File: src/rtl/mux2_merge.sv
// mux2_merge: packet-aware 2:1 stream merger with a registered output.
// Round-robin grant at packet boundaries, source tag and per-source packet counters.
module mux2_merge #(
  parameter int WIDTH = 16,
  parameter int CNT_W = 16
) (
  input  logic             clk,
  input  logic             rst_n,
  input  logic             zero_valid,
  input  logic [WIDTH-1:0] zero_data,
  input  logic             zero_last,
  output logic             zero_ready,
  input  logic             one_valid,
  input  logic [WIDTH-1:0] one_data,
  input  logic             one_last,
  output logic             one_ready,
  output logic             out_valid,
  output logic [WIDTH-1:0] out_data,
  output logic             out_last,
  output logic             out_sel,
  input  logic             out_ready,
  output logic [CNT_W-1:0] pkt_cnt0,
  output logic [CNT_W-1:0] pkt_cnt1
);

  typedef enum logic [1:0] {
    IDLE  = 2'd0,
    BUSY0 = 2'd1,
    BUSY1 = 2'd2
  } state_t;

  state_t state_q;
  state_t state_d;
  logic   prio_q;
  logic   prio_d;
  logic   gnt0;
  logic   gnt1;
  logic   space;
  logic   xfer0;
  logic   xfer1;

  // Grant: round-robin between packets, locked to the owner inside one.
  always_comb begin
    gnt0 = 1'b0;
    gnt1 = 1'b0;
    unique case (state_q)
      IDLE: begin
        if (zero_valid && one_valid) begin
          gnt0 = !prio_q;
          gnt1 = prio_q;
        end else begin
          gnt0 = zero_valid;
          gnt1 = one_valid;
        end
      end
      BUSY0:   gnt0 = 1'b1;
      BUSY1:   gnt1 = 1'b1;
      default: begin
        gnt0 = 1'b0;
        gnt1 = 1'b0;
      end
    endcase
  end

  // Accept only when the output register is free or draining this cycle.
  always_comb begin
    space      = !out_valid || out_ready;
    zero_ready = gnt0 && space && rst_n;
    one_ready  = gnt1 && space && rst_n;
    xfer0      = zero_valid && zero_ready;
    xfer1      = one_valid && one_ready;
  end

  // Packet lock and priority follow the last flag of accepted beats.
  always_comb begin
    state_d = state_q;
    prio_d  = prio_q;
    unique case (1'b1)
      xfer0: begin
        if (zero_last) begin
          state_d = IDLE;
          prio_d  = 1'b1;
        end else begin
          state_d = BUSY0;
        end
      end
      xfer1: begin
        if (one_last) begin
          state_d = IDLE;
          prio_d  = 1'b0;
        end else begin
          state_d = BUSY1;
        end
      end
      default: begin
        state_d = state_q;
        prio_d  = prio_q;
      end
    endcase
  end

  // State register; reset drops any packet lock.
  always_ff @(posedge clk) begin
    if (!rst_n) begin
      state_q <= IDLE;
      prio_q  <= 1'b0;
    end else begin
      state_q <= state_d;
      prio_q  <= prio_d;
    end
  end

  // Output beat register: load on transfer, clear when drained, else hold.
  always_ff @(posedge clk) begin
    if (!rst_n) begin
      out_valid <= 1'b0;
      out_data  <= '0;
      out_last  <= 1'b0;
      out_sel   <= 1'b0;
    end else if (xfer0) begin
      out_valid <= 1'b1;
      out_data  <= zero_data;
      out_last  <= zero_last;
      out_sel   <= 1'b0;
    end else if (xfer1) begin
      out_valid <= 1'b1;
      out_data  <= one_data;
      out_last  <= one_last;
      out_sel   <= 1'b1;
    end else if (out_ready) begin
      out_valid <= 1'b0;
    end
  end

  // Completed-packet counters, wrapping at 2^CNT_W.
  always_ff @(posedge clk) begin
    if (!rst_n) begin
      pkt_cnt0 <= '0;
      pkt_cnt1 <= '0;
    end else begin
      if (xfer0 && zero_last) begin
        pkt_cnt0 <= pkt_cnt0 + CNT_W'(1);
      end
      if (xfer1 && one_last) begin
        pkt_cnt1 <= pkt_cnt1 + CNT_W'(1);
      end
    end
  end

endmodule

File: config.mk
export PLATFORM = sky130hd
export DESIGN_NAME = mux2_merge
export DESIGN_NICKNAME = d
export VERILOG_FILES = /design/src/rtl/mux2_merge.sv
export SDC_FILE = /design/constraint.sdc
export NUM_CORES = 1
export LEC_CHECK = 0
export BUFFER_PORTS_ARGS = -buffer_cell sky130_fd_sc_hd__buf_2
export CAP_MARGIN = 20
export CORE_MARGIN = 2
export CORE_UTILIZATION = 40
export CTS_BUF_LIST = sky130_fd_sc_hd__clkbuf_2 sky130_fd_sc_hd__clkbuf_4 sky130_fd_sc_hd__clkbuf_8
export CTS_CLUSTER_SIZE = 20
export DETAILED_ROUTE_END_ITERATION = 6
export PLACE_DENSITY_LB_ADDON = 0.05
export SLEW_MARGIN = 20
export SYNTH_ARGS = -nofsm -noshare
export SYNTH_HDL_FRONTEND = slang
export SYNTH_SLANG_ARGS = --single-unit
File: constraint.sdc
create_clock -name clk -period 2.1 [get_ports clk]
set_input_delay 0.42 -clock clk [delete_from_list [all_inputs] [get_ports clk]]
set_output_delay 0.42 -clock clk [all_outputs]
set_load 0.02 [all_outputs]
==> results of run 1 <==
==> registers in the layout, indices dropped and copies added (netlist names) <==
| name | cells |
|---|---|
| pkt_cnt0 | 16 |
| state_q | 2 |
| prio_q | 1 |
| out_sel | 1 |
| out_valid | 1 |
| out_last | 1 |
| out_data | 16 |
| pkt_cnt1 | 16 |
==> where the power goes <==
part / internal, uW / leakage [uW] / switching, uW
clock network: 280 / 0.0000517 / 338
logic: 114 / 0.000892 / 191
registers: 1070 / 0.000440 / 29.7
total: 1470 / 0.00138 / 559
==> cell type report <==
type / count / area [um^2]
inverters: 5 / 18.77
flip-flops and latches: 54 / 1081
multi-input cells: 210 / 1305
well taps: 75 / 93.84
fillers: 594 / 2859
clock inverters: 1 / 5.005
repair buffers: 102 / 538.0
clock buffers: 7 / 90.09
==> placed cells by master, fill, tap and decap left out, types with 2 or more instances in the layout <==
cell type | synthesis | final
nand3_1 | 15 | 15
inv_1 | 5 | 5
nor3_1 | 2 | 2
dfxtp_1 | 54 | 54
and4_1 | 4 | 4
buf_4 | 0 | 11
nor4_1 | 8 | 8
ha_1 | 2 | 2
nor2_1 | 3 | 3
o31ai_1 | 11 | 11
nand2_1 | 61 | 61
or4_1 | 12 | 12
nand4_1 | 5 | 5
mux2i_1 | 13 | 13
nand2b_1 | 9 | 9
a21oi_1 | 21 | 21
buf_2 | 5 | 91
or3_1 | 4 | 4
clkbuf_8 | 0 | 6
o21ai_0 | 6 | 6
a32oi_1 | 16 | 16
==> worst paths after layout <==
| kind | endpoint | slack, ns | depth (start not counted) |
|---|---|---|---|
| worst max-delay path | zero_ready | 0.25 | 5 |
| worst min-delay path | out_data[7] | 0.29 | 3 |
| worst max register to register | pkt_cnt1[6] | 0.35 | 4 |
| worst min register to register | pkt_cnt0[15] | 0.47 | 2 |
==> worst max-delay path, delay by kind of cell (launching register included) <==
family | cells | cell delay, ns
flip-flops | 1 | 0.32
AND/OR/NAND/NOR | 3 | 0.42
buffers and inverters | 2 | 0.37
==> logic make-up (layout without fill, tap and decap cells) <==
kind of cell,count (synthesis),after routing
AND/OR/NAND/NOR,131,131
AO/OA/AOI/OAI,63,63
flip-flops,54,54
buffers and inverters,24,115
multiplexers,13,13
adder cells (fa/ha/maj),2,2
XOR/XNOR,1,1
==> metrics by stage <==
step                      utilization [%]  std cells
after global placement              50.69        446
after floorplan                         -        288
after global routing                52.28        454
after CTS                           52.28        454
after detailed placement            50.69        446
final                               52.28        454
==> metal layers <==
layer	routed length (um)	part of all wire (%)
met2	2779	44
met4	74	1.2
met3	412	6.5
met5	0	0
met1	3035	48
==> results by group, run 1 <==
Min path
  • Worst Hold Launch: zero_data[7]
  • Hold Path Class: input pin to register

Clocking
  • CTS Buf Count: 5
  • Reg clk slew, reported paths: 0.10 ns
  • CTS Buffer Depth: 2
  • H-tree depth: 2
  • CTS sink count: 54
  • Post-CTS Setup Inserts: 0
  • Hold_buf cts: 0
  • Root buffer cell: clkbuf_8
  • CTS tree: built
  • Post-cts sizing count: 0
  • Worst-Skew Late Latency: about 0.31 ns

STA
  • Worst Clk Skew: 0.005216 ns
  • Hold slack: ~0.29 ns
  • Tmin final: ~1.8 ns
  • Fin Setup TNS: 0 ns
  • Final setup viols: 0
  • Tcrit/Tclk final: approximately nine tenths
  • Final hold violations: 0
  • Final setup margin: 0.2514 ns
  • Worst Max-Slew Pin Slew: about 0.80 ns
  • RSZ-0062 raised after global routing: false
  • Peak Freq: between 500 and 600 MHz
  • Max-Slew Margin vs Limit: 46.78%
  • Final Slew Violations: 0

Synth
  • Ys Warns: 0
  • Post-Synth Simple-Gate Area: between 20% and 30%
  • Post-synthesis adder-cell area fraction: under 10%
  • Ranking of synthesized cells by area: dfxtp_1, nand2_1, a32oi_1
  • Main combinational cell family by area after synthesis: simple AND/OR/NAND/NOR gates
  • Synth Cell Area: about 2500 um^2
  • Complex-gate fraction of the synthesized area: between 10% and 20%
  • Yosys top cell area share: 43.29%
  • FF+latch count, synth: between 50 and 60
  • Number of enable flip-flop cells after synthesis: 0
  • Most frequent cell after synthesis: nand2_1
  • Avg Cell Area, Syn: approximately 8.7 um^2
  • Sequential area share after synthesis: between 40% and 50%
  • Cells after Synth: ~290
  • Async set-or-reset flop fraction in the synthesized netlist: 0%
  • Library cells used by synthesis: 40
  • Synth area leader: dfxtp_1
  • Primary FF master, synth: dfxtp_1
  • Xor/xnor cell area share of the yosys netlist: less than 1%
  • Synth cell count leaders: nand2_1, dfxtp_1, a21oi_1
  • Syn_nets: approximately 330
  • Mux cell area share after synthesis: ~5.2%

Detailed routing
  • Drt pass-1 iters: 4
  • Routed WL: approximately 6300 um
  • Vias per cell: between 5 and 6
  • Via count: 2,449
  • DRC violations left: 0
  • Final ANT Viol Nets: 0
  • Detailed Route Iter0 Violations: between 150 and 200
  • Drt wl/cell: between 10 and 15 um

Power and ir drop
  • Peak VDD IR: about 0.34 mV
  • Total power: between 2000 and 2500 uW
  • P_leak: about 0.0014 uW
  • Pwr/cell area: about 650 nW/um^2

Worst setup path
  • Worst r2r src: state_q[0]
  • Worst-path fanout max: 4
  • Cell breakdown of the critical path: nand2b_1 -> buf_4 -> nand2_1 -> nor3_1 -> buf_2
  • CP arrival: 1.43 ns
  • Worst setup SP type: register
  • Worst EP required: 1.68 ns
  • Crit path kind: register to output pin
  • Crit end category: output pin
  • Slowest CP cell: dfxtp_1
  • Crit path launch: out_valid
  • Critical Path Max Stage Delay: about 0.32 ns

Floorplan
  • Initial Utilization: around two fifths
  • Core area: about 6000 um^2
  • Std cell rows: 28
  • Die Area: just under 7000 um^2
  • Die Height: 83.02 um
  • IO Pins: 92
  • Die W: 83.02 um

Cells and area
  • Nets: 419
  • Area grow syn2layout: 25.40%
  • Design area: between 3000 and 4000 um^2
  • Share of layout cells above drive strength 1: between 30% and 40%
  • N_diodes: 0

Job
  • Max-cap violations: 0

Global routing
  • Total GRT Usage: about 18%
  • Total grt overflow: 0
  • Met1 Use GR: between 20% and 30%
  • Largest net degree at the start of global routing: 25
  • Number of global-route vias before repair: 2,154
  • First-pass GRT wire length: between 10,000 and 15,000 um
  • Initial antenna violation count: 0
  • M3 GR Usage: just over 5%
  • Met2 Resource Use GR: ~28%
  • Top Usage Layer GRT: met2

Place
  • Pre-CTS WS: between 0.2 and 0.25 ns
  • # port buffers: between 90 and 100
  • DP Wirelength: 4392 um
  • Routability cong.: between 0.7 and 0.8
  • Area after DPL: 3037 um^2

Run status
  • Outcome: finished clean
Power figures use the tool's default switching activity.
==> run 2, diff against run 1 <==
- MAX_ROUTING_LAYER: not set -> met4
==> results by group, run 2 (synthesis gave the netlist of run 1 again) <==
Floorplan
  • Core area: 5991 um^2 (unchanged)
  • Initial Utilization: 41.69% (unchanged)
  • Die W: 83.02 um (unchanged)
  • IO Pins: 92 (unchanged)
  • Std cell rows: 28 (unchanged)
  • Die Height: 83.02 um (unchanged)
  • Die Area: 6891 um^2 (unchanged)

Worst setup path
  • Crit path kind: register to output pin
  • Worst EP required: 1.68 ns (about the same)
  • Cell breakdown of the critical path: nand2b_1 -> buf_4 -> nand2_1 -> nor3_1 -> buf_2
  • Crit end category: output pin
  • Cell family with most CP delay: simple AND/OR/NAND/NOR gates
  • CP arrival: 1.43 ns (about the same)
  • Worst-path fanout max: 4 (unchanged)
  • Slowest CP cell: dfxtp_1
  • Worst setup SP type: register
  • Critical Path Max Stage Delay: 0.32 ns (about the same)
  • Worst path bufs/invs: 2 (unchanged)

Clocking
  • Reg clk slew, reported paths: 0.10 ns (about the same)
  • Hold_buf cts: 0 (unchanged)
  • Worst-Skew Late Latency: 0.31 ns (about the same)
  • CTS tree: built
  • CTS Buffer Depth: 2 (unchanged)
  • CTS sink count: 54 (unchanged)
  • Root buffer cell: clkbuf_8
  • CTS Buf Count: 5 (unchanged)
  • H-tree depth: 2 (unchanged)
  • Post-cts sizing count: 0 (unchanged)
  • Post-CTS Setup Inserts: 0 (unchanged)

Detailed routing
  • Routed WL: 6306 um (about the same)
  • Vias per cell: 5.392 (about the same)
  • Detailed Route Iter0 Violations: 154 (-0.65%)
  • Final ANT Viol Nets: 0 (unchanged)
  • Drt pass-1 iters: 4 (unchanged)
  • Via count: 2,448 (-0.041%)
  • DRC violations left: 0 (unchanged)
  • Drt wl/cell: 13.89 um (about the same)

STA
  • Fin Setup TNS: 0 ns (unchanged)
  • Final setup viols: 0 (unchanged)
  • Final Slew Violations: 0 (unchanged)
  • Final hold violations: 0 (unchanged)
  • Max-Slew Margin vs Limit: 46.66% (-0.12 points)
  • Worst Clk Skew: 0.004943 ns (-0.0002739 ns)
  • RSZ-0062 raised after global routing: false
  • Worst Max-Slew Pin Slew: 0.7978 ns (+0.001832 ns)
  • Peak Freq: 542.0 MHz (+0.19%)
  • Tmin final: 1.845 ns (-0.003449 ns)
  • Tcrit/Tclk final: 87.86% (-0.16 points)

Power and ir drop
  • Pwr/cell area: 646.9 nW/um^2 (about the same)
  • P_leak: 0.001384 uW (unchanged)
  • Peak VDD IR: 0.3391 mV (-0.23%)

Cells and area
  • Area grow syn2layout: 25.40% (unchanged)
  • Most frequent cells in the layout: buf_2, nand2_1, dfxtp_1
  • Final core utilization: 52.28% (unchanged)
  • Nets: 419 (unchanged)
  • # fillers: 594 (unchanged)
  • Most common cell after layout, fill and taps aside: buf_2
  • N_diodes: 0 (unchanged)
  • Regs by FF count: out_data x16, pkt_cnt0 x16, pkt_cnt1 x16
  • Share of layout cells above drive strength 1: 30.61% (unchanged)

Global routing
  • Total grt overflow: 0 (unchanged)
  • Number of global-route vias before repair: 2,151 (-0.14%)
  • Largest net degree at the start of global routing: 25 (unchanged)
  • Total GRT Usage: 18.16% (+0.52 points)
  • Initial antenna violation count: 0 (unchanged)
  • First-pass GRT wire length: 10,270 um (+0.20%)

Job
  • Max-cap violations: 0 (unchanged)

Min path
  • Hold Path Class: input pin to register

Place
  • Routability cong.: 0.7452 (+1.2%)
  • DP Wirelength: 4392 um (unchanged)
  • # port buffers: 91 (unchanged)

Run status
  • Outcome: finished clean
-- run 2: cell counts in the layout (fill, tap and decap cells not counted) --
No cell type changed its count.
-- run 2: layer usage --
layer | share of wire, % | up-vias | GRT usage [%]
met1 | 50 | 1113 | 24.33
met5 | 0 | - | -
met2 | 44 | 70 | 27.79
met4 | 1.2 | 0 | 4.918
li1 | - | 1258 | -
met3 | 5.1 | 7 | 4.076
-- run 2: path summary, 6_finish.rpt --
check	startpoint	cells past startpoint	to	slack, ns
min	zero_data[12]	3	out_data[12]	0.29
min reg2reg	pkt_cnt0[15]	2	pkt_cnt0[15]	0.47
max reg2reg	state_q[0]	4	pkt_cnt1[6]	0.35
max	out_valid	5	zero_ready	0.25
-- run 2: per-stage QoR --
stage / cells / setup slack [ns] / cell area (um^2) / total power, uW / hold WS (ns)
floorplan: 288 / 0.2191 / 2497 / 1310 / 0.4622
global placement: 446 / 0.2578 / 3037 / 1429 / 0.4480
detailed placement: 446 / 0.2192 / 3037 / 1432 / 0.4556
CTS: 454 / 0.2285 / 3132 / 2050 / 0.2828
global route: 454 / 0.08307 / 3132 / 2124 / 0.2839
finish: 454 / 0.2549 / 3132 / 2026 / 0.2902
-- run 2: cell type report --
class / count / area (um^2) / area share, %
Inverter: 5 / 18.77 / 0.5993
Clock buffer: 7 / 90.09 / 2.877
Timing Repair Buffer: 102 / 538.0 / 17.18
Multi-Input combinational cell: 210 / 1305 / 41.67
Tap cell: 75 / 93.84 / 2.996
Clock inverter: 1 / 5.005 / 0.1598
Sequential cell: 54 / 1081 / 34.52
-- run 2: tightest hold or removal path, stage by stage --
cell,delay (ns)
buf_2,0.07
nand2_1,0.04
nand2_1,0.04
-- run 2: where the power goes --
part | total [uW] | switching, uW | internal (uW)
clock network | 617 | 337 | 280
logic | 306 | 192 | 114
registers | 1100 | 29.8 | 1070
